==> config.mk <==
export PLATFORM = sky130hd
export DESIGN_NAME = tff_toggle_decoder
export DESIGN_NICKNAME = d
export VERILOG_FILES = /design/src/rtl/tff_toggle_decoder_pkg.sv /design/src/rtl/tff_sync_chain.sv /design/src/rtl/tff_toggle_decoder.sv
export SDC_FILE = /design/constraint.sdc
export NUM_CORES = 1
export LEC_CHECK = 0
export BUFFER_PORTS_ARGS = -buffer_cell sky130_fd_sc_hd__buf_2
export CORE_UTILIZATION = 45
export DETAILED_ROUTE_END_ITERATION = 12
export GPL_TIMING_DRIVEN = 0
export PLACE_DENSITY = 0.68
export SLEW_MARGIN = 0
export SYNTH_ARGS = -nofsm -noshare
export SYNTH_HDL_FRONTEND = slang
export SYNTH_HIERARCHICAL = 1
export SYNTH_SLANG_ARGS = --single-unit
==> constraint.sdc <==
create_clock -name clk -period 4.08 [get_ports clk]
set_input_delay 0.612 -clock clk [delete_from_list [all_inputs] [get_ports clk]]
set_output_delay 0.612 -clock clk [all_outputs]
set_load 0.01 [all_outputs]
==> src/rtl/tff_toggle_decoder_pkg.sv <==
// tff_toggle_decoder_pkg: shared FSM state type and default parameters for the toggle decoder
package tff_toggle_decoder_pkg;
  typedef enum logic [1:0] {EMPTY, AVAIL, FULL} state_t;
  localparam int DEF_SYNC_STAGES = 2;
  localparam int DEF_CNT_W = 8;
endpackage

==> src/rtl/tff_sync_chain.sv <==
// tff_sync_chain: SYNC_STAGES-deep flop chain bringing an unclocked level into clk
// ports: clk, reset (async active-low, clears chain to 0), i_d raw level, o_q synchronized level
module tff_sync_chain #(
  parameter int SYNC_STAGES = 2
) (
  input  logic clk,
  input  logic reset,
  input  logic i_d,
  output logic o_q
);
  logic [SYNC_STAGES-1:0] r_q;
  always_ff @(posedge clk or negedge reset)
    if (!reset) r_q <= '0;
    else        r_q <= {r_q[SYNC_STAGES-2:0], i_d};
  assign o_q = r_q[SYNC_STAGES-1];
endmodule

==> src/rtl/tff_toggle_decoder.sv <==
// tff_toggle_decoder: turns toggle-encoded events back into pulses, buffers them and hands them out over valid/ready
// ports: clk, reset (async active-low), t_in toggle line, clr_ovf clears overflow, evt_ready consumer accept,
//        evt_valid pending>0, evt_pulse one cycle per toggle, pend_cnt/total_cnt counters, overflow sticky drop flag
module tff_toggle_decoder
  import tff_toggle_decoder_pkg::*;
#(
  parameter int SYNC_STAGES = DEF_SYNC_STAGES,
  parameter int CNT_W = DEF_CNT_W
) (
  input  logic             clk,
  input  logic             reset,
  input  logic             t_in,
  input  logic             clr_ovf,
  input  logic             evt_ready,
  output logic             evt_valid,
  output logic             evt_pulse,
  output logic [CNT_W-1:0] pend_cnt,
  output logic [CNT_W-1:0] total_cnt,
  output logic             overflow
);
  localparam logic [CNT_W-1:0] MAX_PEND = '1;
  localparam logic [CNT_W-1:0] ONE = CNT_W'(1);
  state_t           r_state, w_next;
  logic             w_sync, r_prev, w_detect, w_pop, w_inc, w_dec, w_drop;
  logic [CNT_W-1:0] r_pend, r_total;
  logic             r_pulse, r_ovf;
  tff_sync_chain #(.SYNC_STAGES(SYNC_STAGES)) u_sync (
    .clk  (clk),
    .reset(reset),
    .i_d  (t_in),
    .o_q  (w_sync)
  );
  assign w_detect = w_sync ^ r_prev;
  assign w_pop    = evt_valid & evt_ready;
  // simultaneous detect and pop cancel out; a detect with no room and no pop is dropped
  assign w_inc    = w_detect & ~w_pop & (r_state != FULL);
  assign w_dec    = w_pop & ~w_detect;
  assign w_drop   = w_detect & ~w_pop & (r_state == FULL);
  always_ff @(posedge clk or negedge reset)
    if (!reset) r_state <= EMPTY;
    else        r_state <= w_next;
  always_comb begin
    w_next = r_state;
    case (r_state)
      EMPTY:   w_next = w_detect ? ((MAX_PEND == ONE) ? FULL : AVAIL) : EMPTY;
      AVAIL:   w_next = w_inc ? ((r_pend == MAX_PEND - ONE) ? FULL : AVAIL)
                      : w_dec ? ((r_pend == ONE) ? EMPTY : AVAIL) : AVAIL;
      FULL:    w_next = w_dec ? AVAIL : FULL;
      default: w_next = EMPTY;
    endcase
  end
  always_comb begin
    evt_valid = r_state != EMPTY;
    evt_pulse = r_pulse;
    pend_cnt  = r_pend;
    total_cnt = r_total;
    overflow  = r_ovf;
  end
  always_ff @(posedge clk or negedge reset)
    if (!reset) begin
      r_prev  <= 1'b0;
      r_pulse <= 1'b0;
      r_pend  <= '0;
      r_total <= '0;
      r_ovf   <= 1'b0;
    end else begin
      r_prev  <= w_sync;
      r_pulse <= w_detect;
      r_pend  <= w_inc ? r_pend + ONE : w_dec ? r_pend - ONE : r_pend;
      r_total <= r_total + (w_detect ? ONE : '0);
      r_ovf   <= w_drop ? 1'b1 : clr_ovf ? 1'b0 : r_ovf;
    end
endmodule

==> summary.md <==
| Metric | Value |
|---|---|
| Areal power density over the cells | around 660 nW/um^2 |
| Number of levels the H-tree was split into | 1 |
| Setup CP Type | flop to flop |
| Delay of the slowest cell on the worst path | approximately 0.44 ns |
| Post-placement cell area | about 1300 um^2 |
| Antenna Diode Count | 0 |
| Chip Width | between 50 and 60 um |
| Number of top-level pins | 24 |
| GR Util All Layers | between 10% and 20% |
| Critical Path End Type | flop |
| DIE AREA | around 2800 um^2 |
| Class of the worst hold path | input pin to async pin |
| Synthesized area per cell | between 10 and 15 um^2 |
| Clock sink total | 23 |
| Launch instance of the worst register-to-register path | r_prev$_DFF_PN0_ |
| Endpoint arrival time on the critical path | ~2.1 ns |
| Measured slew at the worst slew-check pin | between 0.5 and 0.6 ns |
| Headroom to the max-slew limit | about two thirds |
| DRC violation count after routing | 0 |
| TritonCTS clock tree | yes |
| IO Port Bufs | 23 |
| Portion of the clock cycle consumed by the worst path in the final layout | a little under half |
| Max-cap viol count | 0 |
| Layout net count | around 140 |
| Worst vdd ir | 0.364 mV |
| Final count of hold timing violations | 0 |
| Post-Syn Nets | ~120 |
| Run status | complete, no violations |
| Required arrival time at the worst endpoint | about 4.3 ns |
| Routed wire length | about 2.1 mm |
| Antenna Nets Post-Route | 0 |
| Fin area | 1350 um^2 |
| Number of register bits inferred by synthesis | 23 |
| Ratio of cells with drive above 1 in the final layout | between 20% and 30% |
| Wire length of the first global-routing pass | between 3 and 4 mm |
| Number of buffers inserted during clock tree synthesis | 3 |
| Area grow syn2layout | 15.7% |
| Number of buffers on the longest clock path | 2 |
| Kind of launch point of the worst setup path | flop |
| Number of max-slew violations in the final report | 0 |
| Fmax | 533 MHz |
| Core region area | 2450 um^2 |
| Worst reg2reg setup slack | roughly 2.2 ns |
| Placer Congestion | 0.803 |
| Detail-routed net length per standard cell | between 10 and 15 um |
| Floorplan die height | 52.9 um |
| Fraction of the yosys area taken by sequential cells | 49.4% |
| Root buf cell | sky130_fd_sc_hd__clkbuf_4 |
| CP cell instances | xnor2_2 > inv_4 > ha_1 > ha_1 > nand3_1 > nor2_1 > xor2_1 |
| Floorplan row count | 18 |
| DR pass1 iterations | 4 |
| Crit path max fanout | 10 |
| Clock transition at the registers of the reported paths | approximately 0.13 ns |
| Antenna violations before repair | 0 |
| Postcts setup bufs | 0 |
| Hold buffer count at cts | 0 |
| Worst Clk Skew | between 0.006 and 0.007 ns |
| Post-detail-place hpwl | about 1.6 mm |
| Number of buffer and inverter stages on the critical path | 1 |
| Vias | between 800 and 900 |
| Worst-case reg-to-reg path depth | 7 |
| First-iteration detailed-routing DRC count | 12 |
| Unrepaired setup endpoints after global routing | no |
| Netlist Area Pre-Place | between 1000 and 1500 um^2 |
| Number of resized instances in the post-cts repair step | 0 |
| Setup TNS after final layout | 0 ns |
| Clock latency reported for the late side of the worst-skew pair | roughly 0.31 ns |
| Time the worst path needs with I/O delays and setup | between 1.5 and 2 ns |
| Maximum number of pins on one net before global-route repair | 24 |
| Slowest cell on crit path | sky130_fd_sc_hd__xnor2_2 |
| Critical R2R Capture | total_cnt[6]$_DFF_PN0_ |
| Most used cell, CP | sky130_fd_sc_hd__ha_1 |
| Gate family responsible for the most delay along the worst path | XOR/XNOR gates |
| Count of unique library cells instantiated by Yosys | 31 |
| Sum of overflow across all layers after global routing | 0 |
| Post-synthesis cell count | 104 |
| Effective utilization at floorplan | between 40% and 50% |
| Vias in the first global route | between 700 and 800 |
| Number of warnings printed during yosys synthesis | 6 |
| Leak Pwr | 0.631 nW |
| Vias per cell | 5.35 |
| Total of endpoints with negative setup slack in the final report | 0 |
==> worst max-delay path by stage <==
stage,startpoint,endpoint,slack [ns],depth (start not counted)
CTS,r_state[0]$_DFF_PN0_,evt_valid,2.20,3
finish,r_prev$_DFF_PN0_,total_cnt[6]$_DFF_PN0_,2.20,7
floorplan,r_prev$_DFF_PN0_,total_cnt[6]$_DFF_PN0_,2.43,7
global placement,r_prev$_DFF_PN0_,total_cnt[6]$_DFF_PN0_,2.25,7
global route,u_sync/r_q[1]$_DFF_PN0_,total_cnt[6]$_DFF_PN0_,2.05,7
detailed placement,r_prev$_DFF_PN0_,total_cnt[6]$_DFF_PN0_,2.22,7
==> final cells by class <==
class | instances | area [um^2]
Buffer | 2 | 22.5
Clock buffer | 3 | 22.5
Clock inverter | 1 | 7.51
Fill cell | 225 | 1110
Inverter | 5 | 21.3
Multi-Input combinational cell | 74 | 546
Sequential cell | 23 | 576
Tap cell | 30 | 37.5
Timing Repair Buffer | 23 | 115
==> Yosys cell counts <==
cell                       instances  area, um^2
sky130_fd_sc_hd__dfrtp_1          23         576
sky130_fd_sc_hd__nand3_1           9        45.0
sky130_fd_sc_hd__xnor2_1           8        70.1
sky130_fd_sc_hd__ha_1              6        75.1
sky130_fd_sc_hd__nand2_1           5        18.8
sky130_fd_sc_hd__nor2_1            5        18.8
sky130_fd_sc_hd__xor2_1            5        43.8
sky130_fd_sc_hd__inv_1             4        15.0
sky130_fd_sc_hd__o22ai_1           4        25.0
sky130_fd_sc_hd__a21oi_1           3        15.0
sky130_fd_sc_hd__and4_1            3        26.3
sky130_fd_sc_hd__nand2b_1          3        18.8
sky130_fd_sc_hd__nor3_1            3        15.0
sky130_fd_sc_hd__buf_6             2        22.5
sky130_fd_sc_hd__nand4_1           2        12.5
sky130_fd_sc_hd__o21a_1            2        15.0
sky130_fd_sc_hd__o21ai_0           2        10.0
sky130_fd_sc_hd__or2_2             2        12.5
sky130_fd_sc_hd__a211oi_1          1        7.51
sky130_fd_sc_hd__a31o_1            1        8.76
sky130_fd_sc_hd__a31o_2            1        8.76
sky130_fd_sc_hd__a31oi_1           1        6.26
sky130_fd_sc_hd__and2_1            1        6.26
sky130_fd_sc_hd__and4b_1           1        10.0
sky130_fd_sc_hd__inv_4             1        6.26
sky130_fd_sc_hd__mux2i_4           1        22.5
sky130_fd_sc_hd__nand2_4           1        11.3
sky130_fd_sc_hd__o32ai_1           1        8.76
sky130_fd_sc_hd__or3_1             1        6.26
sky130_fd_sc_hd__or4_4             1        11.3
sky130_fd_sc_hd__xnor2_2           1        16.3
==> power breakdown <==
part           internal, mW  switching, mW
registers             0.305          0.104
logic                 0.187          0.189
clock network        0.0374         0.0707
==> state kept, by name, indices dropped and copies added, names as in the netlist <==
register	cells
pend_cnt	8
total_cnt	8
u_sync/r_q	2
evt_pulse	1
r_state	2
overflow	1
r_prev	1
==> layout by cell type, fill, tap and decap left out, drive strengths merged <==
cell type  count
a211oi         1
a21oi          3
a31o           2
a31oi          1
and2           1
and4           3
and4b          1
buf           25
clkbuf         3
clkinvlp       1
dfrtp         23
ha             6
inv            5
mux2i          1
nand2          6
nand2b         3
nand3          9
nand4          2
nor2           5
nor3           3
o21a           2
o21ai          2
o22ai          4
o32ai          1
or2            2
or3            1
or4            1
xnor2          9
xor2           5
==> routing by layer <==
layer / GRT usage [%] / routed length (um) / vias up
li1: - / - / 421
met2: 26.4 / 988 / 16
met3: 2.87 / 69 / 2
met1: 25.1 / 1020 / 422
met5: 0 / 0 / -
met4: 10.5 / 15 / 0
==> through the flow <==
step	utilization [%]	worst slack (ns)	cells	power (mW)	hold WS [ns]
3_3_place_gp	53.7	2.25	157	0.775	0.340
2_1_floorplan	-	2.43	104	0.654	0.316
5_1_grt	54.9	2.05	161	0.970	0.268
6_report	54.9	2.20	161	0.893	0.245
3_5_place_dp	53.7	2.22	157	0.793	0.337
4_1_cts	54.9	2.20	161	0.903	0.267
==> kinds of logic (layout without fill, tap and decap cells) <==
logic type	Yosys count	count (layout)	share of synthesized area, %
fa+ha+maj	6	6	6.44
flops	23	23	49.4
xor+xnor	14	14	11.2
buf+inv	7	34	3.76
compound gates	16	16	9.02
simple gates	37	37	18.3
mux	1	1	1.93
Note: power is estimated with default switching activity, not from simulation.
